$ cat src/rtl/pconv_line_buf_if.sv
// pconv_line_buf_if: start/layer control, sample input and window output handshake of the conv delay line.
interface pconv_line_buf_if #(
  parameter int PCONV_LEN = 18,
  parameter int TAPS = 53
);
  logic i_start;
  logic [1:0] i_layer_num;
  logic i_in_valid;
  logic [PCONV_LEN-1:0] i_pconv_in;
  logic o_in_ready;
  logic o_valid;
  logic i_out_ready;
  logic [PCONV_LEN*TAPS-1:0] o_pconv;
  logic [1:0] o_layer_num;
  logic [15:0] o_win_cnt;
  modport master (
    output i_start, i_layer_num, i_in_valid, i_pconv_in, i_out_ready,
    input o_in_ready, o_valid, o_pconv, o_layer_num, o_win_cnt
  );
  modport slave (
    input i_start, i_layer_num, i_in_valid, i_pconv_in, i_out_ready,
    output o_in_ready, o_valid, o_pconv, o_layer_num, o_win_cnt
  );
endinterface

$ cat src/rtl/pconv_line_buf.sv
// pconv_line_buf: 53-deep partial-sum delay line feeding conv; PCONV_ZERO_CLEAR_EN zeroes the line on i_start.
module pconv_line_buf #(
  parameter int PCONV_LEN = 18,
  parameter int TAPS = 53
) (
  input logic i_clk,
  input logic i_rst,
  pconv_line_buf_if.slave b
);
  typedef enum logic [1:0] {IDLE, FILL, STREAM} state_t;
  state_t state;
  logic [5:0] fill, span, fill_inc;
  logic [1:0] layer;
  logic valid, in_ready, acc, hs;
  logic [15:0] win_cnt;
  logic [PCONV_LEN*TAPS-1:0] line;
  always_comb begin
    span = layer == 2'd1 ? 6'd23 : layer == 2'd2 ? 6'd7 : 6'd53;
    in_ready = state != IDLE && (!valid || b.i_out_ready) && !b.i_start;
    acc = b.i_in_valid && in_ready;
    hs = valid && b.i_out_ready;
    fill_inc = fill == span ? fill : fill + 6'd1;
  end
  always_ff @(posedge i_clk) begin
    if (i_rst) begin
      state <= IDLE;
      fill <= '0;
      layer <= '0;
      valid <= 1'b0;
      win_cnt <= '0;
      line <= '0;
    end else if (b.i_start) begin
      state <= FILL;
      fill <= '0;
      layer <= b.i_layer_num;
      valid <= 1'b0;
      win_cnt <= '0;
`ifdef PCONV_ZERO_CLEAR_EN
      line <= '0;
`else
      line <= line;
`endif
    end else begin
      if (hs) win_cnt <= win_cnt + 16'd1;
      if (acc) begin
        line <= {line[PCONV_LEN*(TAPS-1)-1:0], b.i_pconv_in};
        fill <= fill_inc;
      end
      // once fill sits at span, every acceptance yields a fresh window
      valid <= acc && fill_inc == span ? 1'b1 : hs ? 1'b0 : valid;
      if (acc && fill_inc == span) state <= STREAM;
    end
  end
  assign b.o_in_ready = in_ready;
  assign b.o_valid = valid;
  assign b.o_pconv = line;
  assign b.o_layer_num = layer;
  assign b.o_win_cnt = win_cnt;
endmodule

$ cat src/flat_wrapper.sv
// flat-port wrapper written by rule: the top's interface ports become plain ports
module pconv_line_buf_flat 
#(
  parameter int PCONV_LEN = 18,
  parameter int TAPS = 53
)
  (i_clk, i_rst, b_i_start, b_i_layer_num, b_i_in_valid, b_i_pconv_in, b_i_out_ready, b_o_in_ready, b_o_valid, b_o_pconv, b_o_layer_num, b_o_win_cnt);
  pconv_line_buf_if #(.PCONV_LEN(PCONV_LEN), .TAPS(TAPS)) b_i ();
  input logic i_clk;
  input logic i_rst;
  input wire logic [$bits(b_i.i_start)-1:0] b_i_start;
  input wire logic [$bits(b_i.i_layer_num)-1:0] b_i_layer_num;
  input wire logic [$bits(b_i.i_in_valid)-1:0] b_i_in_valid;
  input wire logic [$bits(b_i.i_pconv_in)-1:0] b_i_pconv_in;
  input wire logic [$bits(b_i.i_out_ready)-1:0] b_i_out_ready;
  output wire logic [$bits(b_i.o_in_ready)-1:0] b_o_in_ready;
  output wire logic [$bits(b_i.o_valid)-1:0] b_o_valid;
  output wire logic [$bits(b_i.o_pconv)-1:0] b_o_pconv;
  output wire logic [$bits(b_i.o_layer_num)-1:0] b_o_layer_num;
  output wire logic [$bits(b_i.o_win_cnt)-1:0] b_o_win_cnt;
  assign b_i.i_start = b_i_start;
  assign b_i.i_layer_num = b_i_layer_num;
  assign b_i.i_in_valid = b_i_in_valid;
  assign b_i.i_pconv_in = b_i_pconv_in;
  assign b_i.i_out_ready = b_i_out_ready;
  assign b_o_in_ready = b_i.o_in_ready;
  assign b_o_valid = b_i.o_valid;
  assign b_o_pconv = b_i.o_pconv;
  assign b_o_layer_num = b_i.o_layer_num;
  assign b_o_win_cnt = b_i.o_win_cnt;
  pconv_line_buf #(.PCONV_LEN(PCONV_LEN), .TAPS(TAPS)) u_core (.i_clk(i_clk), .i_rst(i_rst), .b(b_i));
endmodule
$ cat config.mk
export PLATFORM = sky130hd
export DESIGN_NAME = pconv_line_buf_flat
export DESIGN_NICKNAME = d
export VERILOG_FILES = /design/src/rtl/pconv_line_buf_if.sv /design/src/rtl/pconv_line_buf.sv /design/src/flat_wrapper.sv
export SDC_FILE = /design/constraint.sdc
export NUM_CORES = 2
export LEC_CHECK = 0
export CAP_MARGIN = 40
export CORE_AREA = 2 2 385 387
export DETAILED_ROUTE_END_ITERATION = 10
export DIE_AREA = 0 0 387 389
export PLACE_DENSITY = 0.47
export REMOVE_ABC_BUFFERS = 1
export SLEW_MARGIN = 20
export SYNTH_ARGS = -nofsm -noshare
export SYNTH_HDL_FRONTEND = slang
export SYNTH_SLANG_ARGS = --single-unit
$ cat constraint.sdc
create_clock -name i_clk -period 2.23 [get_ports i_clk]
set_input_delay 0.446 -clock i_clk [delete_from_list [all_inputs] [get_ports i_clk]]
set_output_delay 0.446 -clock i_clk [all_outputs]
set_load 0.01 [all_outputs]
# After elaboration in Yosys (flattened, before gate mapping)
# Cells that the tools add are included.
totals:
  out_inout_bits: 974
  regBits: 981
classes:
  eq_ne: 4
  n_reduce_logical: 13
  bitwise_logic: 1
  n_addsub: 2
  muxes: 7
op_table:
  columns: ["operator", "n"]
  rows:
  - ["two-way mux 6 bit", 3]
  - ["adder 16 x 1 -> 16 bit, second input constant", 1]
  - ["equality test 6 bit", 2]
  - ["adder 6 x 1 -> 6 bit, second input constant", 1]
  - ["nonzero test 2 bit", 3]
  - ["logical AND 1 bit", 5]
  - ["two-way mux 1 bit", 4]
  - ["equality test 2 x 1 -> 1 bit, second input constant", 1]
  - ["equality test 2 bit, second input constant", 1]
  - ["zero test 1 bit", 2]
  - ["AND reduction 2 bit", 1]
  - ["OR reduction 2 bit", 1]
  - ["logical OR 1 bit", 1]
  - ["inverter 1 bit", 1]

# Longest topological paths before layout
logic_depth:
  ltp_word: 9
  ltp_mapped: 8
  depth_no_buf: 7

# Worst setup path after synthesis
# No wires, ideal clock.
synth_path:
  path_type: "flip-flop to flip-flop"
  from: "register u_core.layer[0], in the netlist u_core.b.o_layer_num[0]"
  to: "register u_core.state[0]"
  stages_incl_launch_ff: 8
  slack_ns: 0.064
  setup_time_ns: 0.131
  n_path_buf: 0
  t_arrival_ns: 2.035
  period_less_slack_ns: 2.166
  path_cell_list: "dfxtp_1 > inv_1 > ha_1 > or3b_1 > a2111oi_4 > o211ai_1 > nor3_2 > nor3_1"
synth_between:
  elab_chain_cells: 8
  elab_cells_between_ends: 9
  classes_between: "eq/ne: 4; mux: 3; reduce/logical: 2"
synth_lines:
  columns: ["item", "line", "rtl"]
  rows:
  - ["start: declaration", "pconv_line_buf.sv:13", "logic [1:0] layer;"]
  - ["start signal: assignment", "pconv_line_buf.sv:35", "layer <= b.i_layer_num;"]
  - ["equality test 2 bit", "pconv_line_buf.sv:18", "span = layer == 2'd1 ? 6'd23 : layer == 2'd2 ? 6'd7 : 6'd53;"]
  - ["two-way mux 6 bit", "pconv_line_buf.sv:18", null]
  - ["two-way mux 6 bit *", "pconv_line_buf.sv:18", null]
  - ["equality test 6 bit", "pconv_line_buf.sv:22", "fill_inc = fill == span ? fill : fill + 6'd1;"]
  - ["two-way mux 6 bit", "pconv_line_buf.sv:22", null]
  - ["equality test 6 bit *", "pconv_line_buf.sv:51", "if (acc && fill_inc == span) state <= STREAM;"]
  - ["logical AND 1 bit *", "pconv_line_buf.sv:51", null]
  - ["nonzero test 2 bit (no line) *", null, null]
  - ["end signal: assignment", "pconv_line_buf.sv:26", "state <= IDLE;"]
  - ["end signal: assignment", "pconv_line_buf.sv:33", "state <= FILL;"]
  - ["end signal: assignment", "pconv_line_buf.sv:51", null]
  - ["end: declaration", "pconv_line_buf.sv:11", "state_t state;"]
# Every way passes the cells marked *; elsewhere a longest branch is shown, timed or not.
# A chain may end at the register's enable or synchronous reset.

# Worst setup path after layout
layout_path:
  from: "register u_core.line[766], in the netlist u_core.b.o_pconv[766]"
  to: "output port b_o_pconv[766]"
layout_lines:
  columns: ["item", "line", "rtl"]
  rows:
  - ["start: declaration", "pconv_line_buf.sv:16", "logic [PCONV_LEN*TAPS-1:0] line;"]
  - ["start signal: assignment", "pconv_line_buf.sv:41", "line <= line;"]
  - ["start signal: assignment", "pconv_line_buf.sv:46", "line <= {line[PCONV_LEN*(TAPS-1)-1:0], b.i_pconv_in};"]
  - ["end: declaration", "flat_wrapper.sv:18", "output wire logic [$bits(b_i.o_pconv)-1:0] b_o_pconv;"]
# No word-level cell between the ends.

==> summary.md <==
| Metric | Value |
|---|---|
| Status | `finished clean` |
| Syn Inst Count | `approximately 4300` |
| Die width | `387 um` |
| Clk root buf | `clkbuf_16` |
| Via count | `31260` |
| Clock skew | `45.08 ps` |
| Most common cell after layout, fill and taps aside | `nand2_1` |
| Final instance area | `50190 um^2` |
| R2r worst-path depth | `8` |
| Fin Setup TNS | `0 ps` |
| Final hold vios | `0` |
| Synth-to-Final Area Change | `48.93%` |
| Via density | `4.311` |
| Top Ports | `999` |
| Core ar. | `around 150000 um^2` |
| Crit-path cells | `clkdlybuf4s50_1` |
| Layout cells sized above 1 | `0.07146` |
| Std-Cell Rows | `about 140` |
| Final setup violation count | `0` |
| Critical Path Fanout Max | `3` |
| Vias in the first global route | `about 29000` |
| Starting DRT DRC Count | `1842` |
| Area share of the largest cell type after synthesis | `0.5827` |
| Final #Nets | `about 5300` |
| Die height | `approximately 390 um` |
| Max cap viols | `0` |
| Worst Hold Depth | `3` |
| Leak | `approximately 18 nW` |
| Warnings from Yosys | `0` |
| Final antenna-violating net count | `0` |
| Power Dens Cells | `between 700 and 800 nW/um^2` |
| Number of port buffers | `~1000` |
| Number of CTS-inserted buffers | `111` |
| Placed inst area | `46550 um^2` |
| Hold_buf cts | `0` |
| R2r setup slk | `120 ps` |
| Cell accounting for the most synthesized area | `dfxtp_1` |
| Wire per inst | `17.76 um` |
| Max-slew violation count | `0` |
| Top post-synthesis cells by area | `dfxtp_1 (58%), nand2_1 (21%), a21oi_1 (14%)` |
| Post-synth ARST share | `0` |
| DRT Pass-1 Iters | `7` |
| Sequential area share after synthesis | `0.5827` |
| Startpoint class of the critical path | `flip-flop` |
| CTS Sinks | `slightly below 1000` |
| Buf+Inv Stages, Crit Path | `1` |
| Endpoint class of the critical path | `output port` |
| First-pass GRT wire length | `189.1 mm` |
| H-tree depth | `3` |
| Setup CP Type | `reg2out` |
| Initial Utilization | `0.2299` |
| Post-DP HPWL | `just over 90 mm` |
| Clock buffer depth | `3` |
| Period minus WS final | `2148 ps` |
| Hold Path Class | `in2reg` |
| Critical Path RT | `1780 ps` |
| Pin count of the biggest net entering global routing | `136` |
| RSZ-0062 raised after global routing | `false` |
| Setup repair bufs after CTS | `0` |
| Levels on crit path | `1` |
| Pwr Total | `37.23 mW` |
| CTS clk-pin slew, worst paths | `60 ps` |
| IR drop worst, VDD | `0.0005495 V` |
| Slew HR | `0.5450` |
| Slew @ Worst Pin | `682.5 ps` |
| Die Area | `between 150000 and 200000 um^2` |
| Critical-path top delay cell | `clkdlybuf4s50_1` |
| Drt total wl | `about 130 mm` |
| Arr. time, crit path | `1700 ps` |
| Initial antenna violation count | `3` |
| GRT overflow | `0` |
| Post-synth EDFFs | `0` |
| #FFs+latches synth | `981` |
| Mapped Area | `between 30000 and 40000 um^2` |
| Total global routing track utilization | `0.1626` |
| CTS tree | `yes` |
| Crit-path max cell delay | `~600 ps` |
| Most frequent cells in the layout | `nand2_1 (1921), a21oi_1 (962), dfxtp_1 (937)` |
| GP Congestion | `between 0.8 and 0.9` |
| Achievable Freq | `0.4655 GHz` |
| Fill count | `approximately 16000` |
| Top FF cell, synth | `dfxtp_1` |
| CP delay by family, top | `buffers and inverters` |
| Syn Area/Cell | `about 7.9 um^2` |
| DRC | `0` |
| Worst skew pair latency | `730 ps` |
| Period utilisation layout | `0.9633` |
| Number of distinct library cells after synthesis | `37` |
==> cells in the mapped netlist, types with 2 or more instances <==
master and instances:
a211oi_1 3, a21oi_1 962, a311oi_1 2, and3_1 2, buf_1 3, buf_2 110, clkbuf_1 213, dfxtp_1 981
ha_1 3, inv_1 5, mux2i_1 2, nand2_1 1921, nand3_1 7, nor2_1 19, nor3_1 7, nor4_1 3
o21a_1 3, o21ai_0 7, or3_1 9, xnor2_1 7, xor2_1 7
==> stage by stage <==
step           worst slack, ps  hold slack (ps)  utilization  instances
6_report                 81.91            254.8       0.3424       7250
3_5_place_dp            -295.5            448.7       0.3175       7041
3_3_place_gp            -300.6            442.6       0.3175       7041
2_1_floorplan           -39020            441.4            -       3966
4_1_cts                0.07949            164.1       0.3417       7248
5_1_grt                 0.9146            199.1       0.3423       7248
==> worst reg2reg max path: stages (launching register included) <==
cell and delay (ps):
dfxtp_2 340, inv_1 70, ha_4 240, or3b_4 380, a2111oi_4 390, buf_4 180, nor2_2 30, buf_4 140
a311oi_1 230
==> report_power, final <==
part           total [mW]  internal (mW)  switching [mW]
logic                1.07          0.297           0.777
registers            17.5           17.5          0.0121
clock network        18.6           10.9            7.73
total                37.2           28.7            8.52
==> sequential cells by signal (all words and copies together), names as in the netlist <==
name and count:
u_core.state 2, u_core.b.o_layer_num 2, u_core.fill 6, u_core.b.o_win_cnt 16
u_core.b.o_pconv 954, u_core.b.o_valid 1
==> cell families after synthesis <==
family / after synthesis / synth area share
DFF: 981 / 0.5827
buffers and inverters: 331 / 0.04095
muxes: 2 / 0.0005940
xor gates and xnor gates: 14 / 0.003638
adders and majority gates: 3 / 0.001114
and+or+nand+nor: 1977 / 0.2230
AOI/OAI and AO/OA: 984 / 0.1479
==> layer usage <==
metal / wire length (um) / vias up / global-route usage
li1: - / 15710 / -
met1: 52370 / 14510 / 0.1906
met2: 62310 / 851 / 0.2760
met3: 9917 / 185 / 0.05181
met4: 4153 / 0 / 0.06160
met5: 0 / - / 0
==> worst paths after layout <==
path,endpoint,from
setup / recovery,b_o_pconv[766],u_core.b.o_pconv[766]
hold / removal,u_core.b.o_pconv[548],i_rst
setup reg to reg,u_core.fill[2],u_core.b.o_layer_num[0]
hold reg to reg,u_core.b.o_pconv[389],u_core.b.o_pconv[371]
==> final cells by class <==
type | instances | area [um^2] | area share
antenna | 2 | 5.005 | 0.00009972
clock buffer | 164 | 3228 | 0.06432
clock inverter | 43 | 516.7 | 0.01030
inverter | 5 | 18.77 | 0.0003739
multi-input combinational | 2980 | 12720 | 0.2535
sequential | 981 | 19700 | 0.3925
tap | 1930 | 2415 | 0.04811
timing repair buffer | 1145 | 11580 | 0.2308
==> what timing repair did <==
item,in CTS,in global routing
endpoints found under the setup margin,242,28
gates resized for setup,260,31
pin swaps,1,1
No activity file was read; power rests on OpenSTA's default activity.
